==> src/rtl/cacheline_adaptor.sv <==
// Bridges one 256-bit cache-line request to a four-beat 64-bit memory burst.
// Define CACHELINE_ADAPTOR_ALIGN_EN to force address_o onto a 32-byte line boundary.
module cacheline_adaptor (
    input  logic         clk,
    input  logic         rst,
    input  logic         pmem_read,
    input  logic         pmem_write,
    input  logic [31:0]  pmem_address,
    input  logic [255:0] pmem_wdata,
    output logic [255:0] pmem_rdata,
    output logic         pmem_resp,
    input  logic [63:0]  burst_i,
    output logic [63:0]  burst_o,
    output logic [31:0]  address_o,
    output logic         read_o,
    output logic         write_o,
    input  logic         resp_i
);

    typedef enum logic [1:0] {StIdle, StRead, StWrite, StDone} state_e;

    state_e       state_q, state_d;
    logic [1:0]   k_q, k_d;
    logic [31:0]  addr_q, addr_d;
    logic [255:0] wdata_q, wdata_d;
    logic [255:0] rbuf_q, rbuf_d;
    logic [255:0] rdata_q, rdata_d;
    logic [7:0]   beat_lsb;

    assign beat_lsb = {k_q, 6'b0};

    always_ff @(posedge clk or posedge rst) begin
        if (rst) begin
            state_q <= StIdle;
            k_q     <= '0;
            addr_q  <= '0;
            wdata_q <= '0;
            rbuf_q  <= '0;
            rdata_q <= '0;
        end else begin
            state_q <= state_d;
            k_q     <= k_d;
            addr_q  <= addr_d;
            wdata_q <= wdata_d;
            rbuf_q  <= rbuf_d;
            rdata_q <= rdata_d;
        end
    end

    always_comb begin
        state_d = state_q;
        k_d     = k_q;
        addr_d  = addr_q;
        wdata_d = wdata_q;
        rbuf_d  = rbuf_q;
        rdata_d = rdata_q;
        unique case (state_q)
            StIdle: begin
                if (pmem_read) begin
                    addr_d  = pmem_address;
                    k_d     = '0;
                    state_d = StRead;
                end else if (pmem_write) begin
                    addr_d  = pmem_address;
                    wdata_d = pmem_wdata;
                    k_d     = '0;
                    state_d = StWrite;
                end
            end
            StRead: begin
                if (resp_i) begin
                    rbuf_d[beat_lsb +: 64] = burst_i;
                    k_d = k_q + 2'd1;
                    if (k_q == 2'd3) begin
                        // Publish the whole line at once so a partial fill is never visible.
                        rdata_d = {burst_i, rbuf_q[191:0]};
                        k_d     = '0;
                        state_d = StDone;
                    end
                end
            end
            StWrite: begin
                if (resp_i) begin
                    k_d = k_q + 2'd1;
                    if (k_q == 2'd3) begin
                        k_d     = '0;
                        state_d = StDone;
                    end
                end
            end
            StDone: begin
                state_d = StIdle;
            end
            default: begin
                state_d = StIdle;
            end
        endcase
    end

    assign read_o     = (state_q == StRead);
    assign write_o    = (state_q == StWrite);
    assign pmem_resp  = (state_q == StDone);
    assign pmem_rdata = rdata_q;
    assign burst_o    = (state_q == StWrite) ? wdata_q[beat_lsb +: 64] : 64'd0;

`ifdef CACHELINE_ADAPTOR_ALIGN_EN
    assign address_o = {addr_q[31:5], 5'b0};
`else
    assign address_o = addr_q;
`endif

endmodule
==> config.mk <==
export PLATFORM = sky130hd
export DESIGN_NAME = cacheline_adaptor
export DESIGN_NICKNAME = d
export VERILOG_FILES = /design/src/rtl/cacheline_adaptor.sv
export SDC_FILE = /design/constraint.sdc
export NUM_CORES = 1
export LEC_CHECK = 0
export ABC_CLOCK_PERIOD_IN_PS = 22100
export CORE_AREA = 3 3 274 276
export DETAILED_ROUTE_END_ITERATION = 10
export DIE_AREA = 0 0 277 279
export PLACE_DENSITY = 0.69
export SLEW_MARGIN = 20
export SYNTH_ARGS = -nofsm -noshare
export SYNTH_HDL_FRONTEND = slang
export SYNTH_SLANG_ARGS = --single-unit
export TNS_END_PERCENT = 30
==> constraint.sdc <==
create_clock -name clk -period 22.1 [get_ports clk]
set_input_delay 3.315 -clock clk [delete_from_list [all_inputs] [get_ports clk]]
set_output_delay 3.315 -clock clk [all_outputs]
set_load 0.01 [all_outputs]
==> impl_metrics.ini <==
[grt]
antenna_found_initial = 18
grt_usage = 0.209
first_global_vias = 19800
grt_overflow = 0
grt_pass1_wl_um = 124000
grt_max_degree = 182

[hold_path]
hold_class = flip-flop to flip-flop

[floorplan]
rows = 99
die_y_um = 279
start_util = 0.399
die_x_um = 277
coreArea_um2 = 72800
ios = 712
die_area_um2 = 77300

[placed_design]
gp_congestion = 0.834
dp_worst_setup_slack_ps = 14170
placedInstanceArea_um2 = 37100
place_hpwl_um = 56700
numPortBuffers = 711

[sta]
hold_violations = 0
final-max-slew-violation-count = 0
max_freq_mhz = 138
relSlewSlack = 0.270
grt_setup_unrepaired = false
fin_tns_setup_ps = 0
setup_violations = 0
period_minus_slack_ps = 7260
post-route-period-util = 0.328
fin_ws_ps = 14840
skew_ps = 31.6
tightest_slew_ps = 1090

[synthesis]
synth_nets = 2138
yosysSeqAreaShare = 0.637
avgSynthCellArea_um2 = 16.4
yosysTopAreaCellShare = 0.637
yosys-top-cells-count = dfrtp_1, mux2_2, a22o_1
syn_inst = 1769
synth-async-reset-ratio = 1.00
synth_cell_types = 24
yosys-top-cells-area = dfrtp_1, mux2_2, a22o_1, mux4_2, and2_1
synth_xor_area_frac = 0
synthSimpleGateAreaFrac = 0.0179
synthAdderAreaFrac = 0.00516
synth_top_family_by_area = multiplexers
synth_top_area_cell = dfrtp_1
muxShareOfSynthArea = 0.262
synth_enable_flop_cells = 0
synth.most_common_cell = dfrtp_1
ys.warnings.count = 0
synth_area_um2 = 29100
synth_compound_area_frac = 0.0587
synth-seq-cells = 740
ys.flop_type = dfrtp_1

[cts]
cts_tree = done
post_cts_buffers = 0
clock_latency_ps = 620
cts_sinks = 740
clk_path_buf_depth = 3
clock-root-buffer = clkbuf_16
cts_htree_levels = 3
post_cts_resized = 0
cts-buffers-inserted = 80
clkTransAtPathRegs_ps = 60
cts_hold_buf = 0

[worst_setup_path]
worstSetupStartpointType = primary input
cp_max_fo = 70
cp-end-kind = flip-flop
required_ps = 22580
critPathKind = primary input to flip-flop
worst_ep_arrival_time_ps = 7740

[pwr]
vdd_drop_max_mv = 0.0795
leakage_nw = 17.9
power_density_nw_per_um2 = 120

[cells_and_area]
synthToLayoutAreaGrowth_pct = 36.9
nets = 2834
final_cell_area_um2 = 39800
drive_gt1_frac = 0.303

[route]
detail-route-antenna-nets = 0
vias_per_cell = 5.20
routed_wl_um = 82200
drc = 0
drt-initial-drc-count = 1028
firstDrtPassIters = 5
vias = 18200
wl_per_cell_um = 23.5

[run]
maxCapViolations = 0

[outcome]
outcome = complete, no violations
[critical path, cell delays in order]
cell,delay (ps)
clkdlybuf4s50_1,610
nand3_4,890
buf_4,780
buf_4,820
buf_4,790
mux2_2,410
[through the flow]
stage / power [mW] / hold slack (ps) / util / cells
finish: 4.79 / 485 / 0.547 / 3496
global route: 5.03 / 507 / 0.547 / 3493
CTS: 4.85 / 489 / 0.546 / 3484
detailed placement: 3.49 / 487 / 0.510 / 3342
global placement: 3.43 / 482 / 0.510 / 3342
floorplan: 2.82 / 469 / - / 1769
[metal layers]
metal / vias to the layer above / share of wire / track usage
li1: 7899 / - / -
met1: 9512 / 0.39 / 0.255
met2: 603 / 0.49 / 0.341
met3: 151 / 0.081 / 0.0716
met4: 10 / 0.038 / 0.0842
met5: - / 0.00080 / 0
[layout make-up]
cell class              count  area (um2)
inverters                   7        30.0
well taps                 959        1200
diodes                     12        30.0
flip-flops and latches    740       18500
repair buffers            733        7330
multi-input cells         903       10000
fillers                  5777       33000
clock inverters            23         305
clock buffers             119        2350
[sequential cells by signal, indices dropped and copies added (netlist names)]
signal      count
address_o      32
k_q             2
pmem_rdata    256
rbuf_q        192
state_q         2
wdata_q       256
[power by group]
part,total (mW),switching [mW],internal (mW)
Sequential,2.02,0.241,1.77
Combinational,1.44,0.545,0.895
Clock,1.33,0.556,0.778
Total,4.79,1.34,3.45
[placed cells by master, fill, tap and decap left out, types with 10 or more instances in the layout]
master / n
dfrtp_1: 738
diode_2: 12
clkdlybuf4s50_1: 711
clkbuf_8: 20
clkinv_2: 10
mux4_2: 64
clkbuf_1: 19
and2_1: 64
mux2_2: 544
ha_1: 11
clkbuf_16: 80
a22o_1: 192
buf_4: 17
[kinds of logic (layout without fill, tap and decap cells)]
kind of cell	count (synthesis)	after routing
multiplexers	613	613
AO/OA/AOI/OAI	196	196
flip-flops	740	740
AND/OR/NAND/NOR	82	82
buffers and inverters	126	882
adder cells (fa/ha/maj)	12	12
other	0	12
[worst paths after layout]
path	from	slack [ps]	cells after the start	end
worst max-delay path	resp_i	14840	6	pmem_rdata[67]
worst min-delay path	rbuf_q[135]	480	1	pmem_rdata[135]
worst max register to register	k_q[0]	17210	6	pmem_rdata[67]
worst min register to register	rbuf_q[135]	480	1	pmem_rdata[135]
max in group asynchronous	rst	16750	4	rbuf_q[68]
min in group asynchronous	rst	3230	2	wdata_q[65]
Note: power is estimated with default switching activity, not from simulation.
